==> config.mk <==
export PLATFORM = sky130hd
export DESIGN_NAME = decode_issue_ctrl_flat
export DESIGN_NICKNAME = d
export VERILOG_FILES = /design/src/rtl/decode_issue_ctrl_pkg.sv /design/src/rtl/decode_issue_ctrl_if.sv /design/src/rtl/decode_issue_ctrl_hazard_detect.sv /design/src/rtl/decode_issue_ctrl.sv /design/src/flat_wrapper.sv
export SDC_FILE = /design/constraint.sdc
export NUM_CORES = 1
export LEC_CHECK = 0
export CORE_AREA = 8 8 105 107
export DETAILED_ROUTE_END_ITERATION = 10
export DIE_AREA = 0 0 113 115
export PLACE_DENSITY_LB_ADDON = 0.08
export SYNTH_ARGS = -nofsm -noshare
export SYNTH_HDL_FRONTEND = slang
export SYNTH_SLANG_ARGS = --single-unit
==> constraint.sdc <==
create_clock -name clk_I -period 6.8 [get_ports clk_I]
set_input_delay 1.36 -clock clk_I [delete_from_list [all_inputs] [get_ports clk_I]]
set_output_delay 1.36 -clock clk_I [all_outputs]
set_load 0.005 [all_outputs]
==> src/rtl/decode_issue_ctrl_pkg.sv <==
// Shared decode definitions: RV32I opcodes, immediate-format codes, scheduler states.
// The immediate generator uses the same IMM_SEL_* codes.
package decode_issue_ctrl_pkg;

   localparam logic [6:0] OP_LUI    = 7'b0110111;
   localparam logic [6:0] OP_AUIPC  = 7'b0010111;
   localparam logic [6:0] OP_JAL    = 7'b1101111;
   localparam logic [6:0] OP_JALR   = 7'b1100111;
   localparam logic [6:0] OP_BRANCH = 7'b1100011;
   localparam logic [6:0] OP_LOAD   = 7'b0000011;
   localparam logic [6:0] OP_STORE  = 7'b0100011;
   localparam logic [6:0] OP_IMM    = 7'b0010011;
   localparam logic [6:0] OP_REG    = 7'b0110011;
   localparam logic [6:0] OP_SYSTEM = 7'b1110011;

   localparam logic [2:0] IMM_SEL_NONE = 3'b000;
   localparam logic [2:0] IMM_SEL_I    = 3'b001;
   localparam logic [2:0] IMM_SEL_S    = 3'b010;
   localparam logic [2:0] IMM_SEL_B    = 3'b011;
   localparam logic [2:0] IMM_SEL_J    = 3'b100;
   localparam logic [2:0] IMM_SEL_U    = 3'b101;

   typedef enum logic {
      ST_RUN       = 1'b0,
      ST_LU_BUBBLE = 1'b1
   } state_t;

   function automatic logic [2:0] immSelOf(input logic [6:0] op);
      logic [2:0] sel;
      sel = IMM_SEL_NONE;
      case (op)
         OP_IMM, OP_LOAD, OP_JALR, OP_SYSTEM: sel = IMM_SEL_I;
         OP_STORE:                            sel = IMM_SEL_S;
         OP_BRANCH:                           sel = IMM_SEL_B;
         OP_JAL:                              sel = IMM_SEL_J;
         OP_LUI, OP_AUIPC:                    sel = IMM_SEL_U;
         default:                             sel = IMM_SEL_NONE;
      endcase
      return sel;
   endfunction

endpackage

==> src/rtl/decode_issue_ctrl_if.sv <==
// Fetch/execute-facing signal bundle of the decode-issue controller.
// slave is the controller side, master the pipeline/bench side.
interface decode_issue_ctrl_if #(
   parameter int CNT_W = 16
);
   logic [31:0]      instr_I;
   logic [31:0]      pc_I;
   logic             instrValid_I;
   logic             stallExt_I;
   logic             branchTaken_I;
   logic             exMemRead_I;
   logic [4:0]       exRd_I;
   logic [31:0]      instr_O;
   logic [31:0]      pc_O;
   logic             idValid_O;
   logic [2:0]       immSel_O;
   logic             fetchStall_O;
   logic             bubble_O;
   logic [CNT_W-1:0] stallCount_O;
   logic [CNT_W-1:0] flushCount_O;

   modport slave (
      input  instr_I, pc_I, instrValid_I, stallExt_I, branchTaken_I, exMemRead_I, exRd_I,
      output instr_O, pc_O, idValid_O, immSel_O, fetchStall_O, bubble_O,
             stallCount_O, flushCount_O
   );

   modport master (
      output instr_I, pc_I, instrValid_I, stallExt_I, branchTaken_I, exMemRead_I, exRd_I,
      input  instr_O, pc_O, idValid_O, immSel_O, fetchStall_O, bubble_O,
             stallCount_O, flushCount_O
   );
endinterface

==> src/rtl/decode_issue_ctrl_hazard_detect.sv <==
// Load-use hazard: ID instruction reads a register that the load in EX is writing.
// Source-use decode keeps U/J formats and non-rs2 formats from false-matching garbage fields.
module hazard_detect
   import decode_issue_ctrl_pkg::*;
(
   input  logic [31:0] instr,
   input  logic        idValid,
   input  logic        exMemRead,
   input  logic [4:0]  exRd,
   output logic        hazard
);
   logic [6:0] opcode;
   logic [4:0] rs1;
   logic [4:0] rs2;
   logic       rs1Used;
   logic       rs2Used;

   assign opcode = instr[6:0];
   assign rs1    = instr[19:15];
   assign rs2    = instr[24:20];

   assign rs1Used = !(opcode == OP_LUI || opcode == OP_AUIPC || opcode == OP_JAL);
   assign rs2Used = (opcode == OP_REG || opcode == OP_STORE || opcode == OP_BRANCH);

   assign hazard = idValid && exMemRead && (exRd != 5'd0) &&
                   ((rs1Used && rs1 == exRd) || (rs2Used && rs2 == exRd));
endmodule

==> src/rtl/decode_issue_ctrl.sv <==
// IF/ID register and decode-stage scheduler: load-use bubble, branch flush, external freeze.
// Also keeps saturating debug counters of bubbles and flushes.
module decode_issue_ctrl
   import decode_issue_ctrl_pkg::*;
#(
   parameter int          CNT_W     = 16,
   parameter logic [31:0] NOP_INSTR = 32'h00000013
) (
   input logic                 clk_I,
   input logic                 rstn_I,
   decode_issue_ctrl_if.slave  bus
);
   state_t           state;
   logic [31:0]      idInstr;
   logic [31:0]      idPc;
   logic             idValid;
   logic             flushPending;
   logic [CNT_W-1:0] stallCount;
   logic [CNT_W-1:0] flushCount;
   logic             hazard;
   logic             flush;
   logic             luStall;

   hazard_detect uHazard (
      .instr     (idInstr),
      .idValid   (idValid),
      .exMemRead (bus.exMemRead_I),
      .exRd      (bus.exRd_I),
      .hazard    (hazard)
   );

   // A flush kills the ID instruction, so a hazard it carries no longer matters.
   assign flush   = bus.branchTaken_I | flushPending;
   assign luStall = !bus.stallExt_I && !flush && (state == ST_RUN) && hazard;

   always_ff @(posedge clk_I) begin
      if (!rstn_I) begin
         state        <= ST_RUN;
         idInstr      <= NOP_INSTR;
         idPc         <= 32'd0;
         idValid      <= 1'b0;
         flushPending <= 1'b0;
         stallCount   <= '0;
         flushCount   <= '0;
      end else if (bus.stallExt_I) begin
         // Remember a branch resolved during the freeze; apply it once the pipe moves.
         if (bus.branchTaken_I) flushPending <= 1'b1;
      end else if (flush) begin
         idInstr      <= NOP_INSTR;
         idValid      <= 1'b0;
         state        <= ST_RUN;
         flushPending <= 1'b0;
         if (~&flushCount) flushCount <= flushCount + 1'b1;
      end else if (luStall) begin
         state <= ST_LU_BUBBLE;
         if (~&stallCount) stallCount <= stallCount + 1'b1;
      end else begin
         // LU_BUBBLE lands here too: advance unconditionally so one load gives one bubble.
         idInstr <= bus.instr_I;
         idPc    <= bus.pc_I;
         idValid <= bus.instrValid_I;
         state   <= ST_RUN;
      end
   end

   assign bus.instr_O      = idInstr;
   assign bus.pc_O         = idPc;
   assign bus.idValid_O    = idValid;
   assign bus.immSel_O     = immSelOf(idInstr[6:0]);
   assign bus.fetchStall_O = bus.stallExt_I | luStall;
   assign bus.bubble_O     = luStall;
   assign bus.stallCount_O = stallCount;
   assign bus.flushCount_O = flushCount;
endmodule
==> src/flat_wrapper.sv <==
// flat-port wrapper written by rule: the top's interface ports become plain ports
module decode_issue_ctrl_flat import decode_issue_ctrl_pkg::*;
#(
   parameter int          CNT_W     = 16,
   parameter logic [31:0] NOP_INSTR = 32'h00000013
)
  (clk_I, rstn_I, bus_instr_I, bus_pc_I, bus_instrValid_I, bus_stallExt_I, bus_branchTaken_I, bus_exMemRead_I, bus_exRd_I, bus_instr_O, bus_pc_O, bus_idValid_O, bus_immSel_O, bus_fetchStall_O, bus_bubble_O, bus_stallCount_O, bus_flushCount_O);
  decode_issue_ctrl_if #(.CNT_W(CNT_W)) bus_i ();
  input logic clk_I;
  input logic rstn_I;
  input wire logic [$bits(bus_i.instr_I)-1:0] bus_instr_I;
  input wire logic [$bits(bus_i.pc_I)-1:0] bus_pc_I;
  input wire logic [$bits(bus_i.instrValid_I)-1:0] bus_instrValid_I;
  input wire logic [$bits(bus_i.stallExt_I)-1:0] bus_stallExt_I;
  input wire logic [$bits(bus_i.branchTaken_I)-1:0] bus_branchTaken_I;
  input wire logic [$bits(bus_i.exMemRead_I)-1:0] bus_exMemRead_I;
  input wire logic [$bits(bus_i.exRd_I)-1:0] bus_exRd_I;
  output wire logic [$bits(bus_i.instr_O)-1:0] bus_instr_O;
  output wire logic [$bits(bus_i.pc_O)-1:0] bus_pc_O;
  output wire logic [$bits(bus_i.idValid_O)-1:0] bus_idValid_O;
  output wire logic [$bits(bus_i.immSel_O)-1:0] bus_immSel_O;
  output wire logic [$bits(bus_i.fetchStall_O)-1:0] bus_fetchStall_O;
  output wire logic [$bits(bus_i.bubble_O)-1:0] bus_bubble_O;
  output wire logic [$bits(bus_i.stallCount_O)-1:0] bus_stallCount_O;
  output wire logic [$bits(bus_i.flushCount_O)-1:0] bus_flushCount_O;
  assign bus_i.instr_I = bus_instr_I;
  assign bus_i.pc_I = bus_pc_I;
  assign bus_i.instrValid_I = bus_instrValid_I;
  assign bus_i.stallExt_I = bus_stallExt_I;
  assign bus_i.branchTaken_I = bus_branchTaken_I;
  assign bus_i.exMemRead_I = bus_exMemRead_I;
  assign bus_i.exRd_I = bus_exRd_I;
  assign bus_instr_O = bus_i.instr_O;
  assign bus_pc_O = bus_i.pc_O;
  assign bus_idValid_O = bus_i.idValid_O;
  assign bus_immSel_O = bus_i.immSel_O;
  assign bus_fetchStall_O = bus_i.fetchStall_O;
  assign bus_bubble_O = bus_i.bubble_O;
  assign bus_stallCount_O = bus_i.stallCount_O;
  assign bus_flushCount_O = bus_i.flushCount_O;
  decode_issue_ctrl #(.CNT_W(CNT_W), .NOP_INSTR(NOP_INSTR)) u_core (.clk_I(clk_I), .rstn_I(rstn_I), .bus(bus_i));
endmodule
# [After elaboration in Yosys (flattened, before gate mapping)]
# Index checks and enable logic that the tools add are counted.
[word_totals] register_bits=99 output_inout_bits=102 wordCells=68
[op_classes] n_addsub=2 eq_ne=14 n_mux=10 bitwise_logic=8 n_reduce_logical=27
[ops] op="$mux W32" n=2
[ops] op="$add A16 B1 Y16 const B" n=2
[ops] op="$reduce_and A16 Y1" n=2
[ops] op="$eq A7 B7 Y1 const B" n=4
[ops] op="$eq A7 B6 Y1 const B" n=3
[ops] op="$pmux W3 S5" n=1
[ops] op="$eq A7 B5 Y1 const B" n=2
[ops] op="$eq A5 B5 Y1" n=2
[ops] op="$logic_and A1 B1 Y1" n=8
[ops] op="$eq A7 B2 Y1 const B" n=1
[ops] op="$mux W1" n=7
[ops] op="$not A1 Y1" n=6
[ops] op="$reduce_and A3 Y1" n=2
[ops] op="$logic_or A1 B1 Y1" n=5
[ops] op="$reduce_bool A5 Y1" n=1
[ops] op="$ne A2 B1 Y1 const B" n=2
[ops] op="$reduce_and A2 Y1" n=2
[ops] op="$reduce_and A4 Y1" n=1
[ops] op="$reduce_or A4 Y1" n=1
[ops] op="$logic_not A1 Y1" n=3
[ops] op="$or A1 B1 Y1" n=2
[ops] op="$reduce_bool A2 Y1" n=1
[ops] op="$reduce_or A2 Y1" n=1

# [Logic depth before layout (Yosys ltp)]
[depth] ltp_word=10 depth_mapped=8 ltp_nobuf=7

# [By module]
# Synthesis repeated with hierarchy kept, for this count alone.
[hier_totals] cells_unflattened=494 hier_area_um2=4265.3
[by_module_without_submodules] mod="decode_issue_ctrl" instances=1 cells_each=472 area_each_um2=4092.7 seq_area_each_um2=1981.9
[by_module_without_submodules] mod="hazard_detect" instances=1 cells_each=22 area_each_um2=172.7 seq_area_each_um2=0.0

# [Least setup slack after synthesis]
# Ideal clock, no wire load.
[synth_timing] kind="in2out" startpoint="in bus_stallExt_I" endpoint="out bus_fetchStall_O" arrival_ns=3.000 path_slack_ns=2.440 path_stages=7 path_buffers=2 cell_sequence="or3_4 > a211o_4 > nor4_4 > nor3_1 > buf_2 > buf_2 > inv_1"
[synth_between] elab_chain_len=5
[synth_lines] element="start: declaration" line="flat_wrapper.sv:14" source="input wire logic [$bits(bus_i.stallExt_I)-1:0] bus_stallExt_I;"
[synth_lines] element="$logic_not A1 Y1" line="decode_issue_ctrl.sv:34" source="assign luStall = !bus.stallExt_I && !flush && (state == ST_RUN) && hazard;"
[synth_lines] element="$logic_and A1 B1 Y1 (3 in a row)" line="decode_issue_ctrl.sv:34"
[synth_lines] element="$or A1 B1 Y1 *" line="decode_issue_ctrl.sv:70" source="assign bus.fetchStall_O = bus.stallExt_I | luStall;"
[synth_lines] element="end: declaration" line="flat_wrapper.sv:22" source="output wire logic [$bits(bus_i.fetchStall_O)-1:0] bus_fetchStall_O;"
# Every way passes the cells marked *; elsewhere a longest branch is shown, timed or not.

# [Worst setup path after layout]
# Ends and elaborated chain as after synthesis.

==> flow_metrics.py <==
metrics = {
    "yosys": {
        "netlist.area_leader.share": 0.4733,
        "synth-seq-cells": 99,
        "synth_cell_types": 37,
        "synth_fp_nets": 603,
        "syn_area_um2": 4188,
        "synth-main-ff-cell": "dfxtp_1",
        "yosys-top-cells-area": "dfxtp_1 47%, nand3_1 9.0%, o21ai_0 7.8%",
        "async_flop_share": 0,
        "yosys.area.top_type": "dfxtp_1",
        "synth_cells": 526,
        "synth_edf_count": 0,
        "yosys_warnings": 0,
        "ys_seq_area_frac": 0.4733,
        "yosysMostFrequentCell": "dfxtp_1",
        "synthTopCellsByCount": "99 x dfxtp_1, 86 x nand2_1, 75 x nand3_1",
        "postSynthAreaPerCell_um2": 7.962,
    },
    "worst_hold_path": {
        "min_path_cells": 2,
        "min_path_type": "flip-flop to flip-flop",
    },
    "place": {
        "port_buffers": 176,
        "routabilityCongestion": 0.8221,
        "post_dp_cell_area_um2": 6006,
        "dp_cells": 787,
        "preCtsSetupSlack_ns": 1.174,
        "dpl.hpwl_um": 9359,
    },
    "clock_network": {
        "root_buffer": "clkbuf_8",
        "clkLatencyLatePin_ns": 0.36,
        "cts-hold-fix-buffers": 0,
        "cts_buffers": 9,
        "cts-htree-levels": 3,
        "cts_resized": 0,
        "clk_pin_slew_ns": 0.09,
        "post_cts_buffers": 0,
        "cts_tree": "built",
        "cts_num_sinks": 99,
        "clockBufferDepth": 2,
    },
    "power": {
        "internal-power_mw": 0.8910,
        "switchingPower_mw": 0.2800,
        "total_power_mw": 1.171,
        "p_clk_frac": 0.354,
        "p_per_area_nw_per_um2": 188.2,
        "ir_worst_vdd_mv": 0.1082,
        "leakagePower_nw": 2.012,
        "comb_power_share": 0.125,
        "switching_share": 0.2391,
        "p_seq_frac": 0.521,
    },
    "floorplan": {
        "initial_core_util": 0.4427,
        "die_area_um2": 13000,
        "die_h_um": 115,
        "io_pins": 177,
        "die_w_um": 113,
        "placementRows": 36,
        "core-area_um2": 9459,
    },
    "cells_and_area": {
        "stdcell_area_um2": 6223,
        "drive_gt1_frac": 0.04499,
        "finalNetCount": 761,
        "post-route-util": 0.6579,
        "layoutNonFillerInstCount": 803,
        "n_antenna_cell": 0,
        "syn_to_final_growth_pct": 48.61,
    },
    "drt": {
        "vias": 4158,
        "dr.pass1.iters": 4,
        "drt-total-wl_um": 12590,
        "wl_per_cell_um": 15.68,
        "vias_per_cell": 5.178,
        "ant_nets": 0,
        "drc": 0,
        "first_iter_violations": 168,
    },
    "critical_path": {
        "path_class": "input pin to primary output",
        "timing.critical_path.required_ns": 5.44,
        "end_kind": "primary output",
        "cp-start-kind": "input pin",
        "crit_arrival_ns": 4.27,
        "rr_worst_depth": 6,
        "crit_fanout": 67,
    },
    "sta": {
        "fin_hold_ws_ns": 0.4586,
        "setup_slack_ns": 1.167,
        "finClkSkew_ns": 0.01245,
        "post-route-period-util": 0.8284,
        "setup_viol": 0,
        "rsz0062_at_grt": "false",
        "fmax_ghz": 0.1775,
        "maxSlewHeadroom": 0.3300,
        "tns_ns": 0,
        "hold_viol_final": 0,
        "min_period_ns": 5.633,
        "worst_pin_slew_ns": 0.9989,
        "slew_violations": 0,
    },
    "global_route": {
        "track_usage": 0.1938,
        "grt_pass1_vias": 4074,
        "overflow": 0,
        "grt_max_degree": 102,
        "grt_pass1_wl_um": 20420,
        "antenna_found_initial": 0,
    },
    "outcome": {
        "outcome": "finished clean",
    },
    "run": {
        "drv_cap": 0,
    },
}
[final cells by class]
type,count,area [um2]
sequential,99,1982
multi-input combinational,384,2054
fill,842,3236
clock inverter,6,90.09
timing repair buffer,180,1789
inverter,10,37.54
clock buffer,10,127.6
tap,114,142.6
[cells by family after synthesis]
family / after synthesis / share of synthesized area
XOR/XNOR: 23 / 0.04810
AND/OR/NAND/NOR: 250 / 0.2910
buffers and inverters: 43 / 0.04003
AO/OA/AOI/OAI: 107 / 0.1368
flip-flops: 99 / 0.4733
adder cells (fa/ha/maj): 2 / 0.005975
multiplexers: 2 / 0.004781
[flip-flops by register name (all words and copies together) (netlist names)]
| name | count |
|---|---|
| u_core.flushPending | 1 |
| u_core.bus.stallCount_O | 16 |
| u_core.bus.pc_O | 32 |
| u_core.bus.instr_O | 32 |
| u_core.bus.flushCount_O | 16 |
| u_core.state | 1 |
| u_core.bus.idValid_O | 1 |
[critical path: stages]
cell	delay, ns
clkdlybuf4s50_1	0.52
or3_4	0.45
a211o_4	0.36
nor4_4	0.49
nor3_2	0.08
buf_4	0.31
inv_1	0.12
clkdlybuf4s50_1	0.53
[per-layer routing]
metal / part of all wire / track usage / up-vias
li1: - / - / 2140
met1: 0.39 / 0.2086 / 1909
met2: 0.50 / 0.3393 / 97
met3: 0.086 / 0.07668 / 12
met4: 0.015 / 0.06838 / 0
met5: 0 / 0 / -
[layout by cell type (no fill, tap or decap), types with 2 or more instances in the layout]
cell and count:
o21ai_1 10, a21oi_1 22, clkbuf_8 9, xnor2_1 20
nand3_1 75, nor3_1 12, nand2_1 86, clkinv_4 2
or4_1 7, buf_4 5, xor2_1 3, o21ai_0 65
ha_1 2, nor3_2 2, and2_1 2, clkdlybuf4s50_1 175
nor4_4 2, or3_1 12, mux2i_1 2, nor2_1 30
nand4_1 11, bufinv_16 2, inv_1 9, o211ai_1 2
o31ai_1 5, dfxtp_1 99
[power by group through the flow]
stage,clock network (mW),registers [mW],logic [mW]
3_3_place_gp,0,0.623,0.145
3_5_place_dp,0,0.624,0.147
5_1_grt,0.448,0.613,0.160
2_1_floorplan,0,0.623,0.0517
4_1_cts,0.425,0.610,0.149
6_report,0.415,0.610,0.146
[worst paths after layout]
kind | slack [ns] | to | startpoint
hold / removal | 0.46 | u_core.bus.instr_O[25] | u_core.bus.instr_O[25]
setup / recovery | 1.17 | bus_fetchStall_O | bus_stallExt_I
hold reg to reg | 0.46 | u_core.bus.instr_O[25] | u_core.bus.instr_O[25]
setup reg to reg | 4.23 | u_core.bus.stallCount_O[15] | u_core.flushPending
No activity file was read; power rests on OpenSTA's default activity.
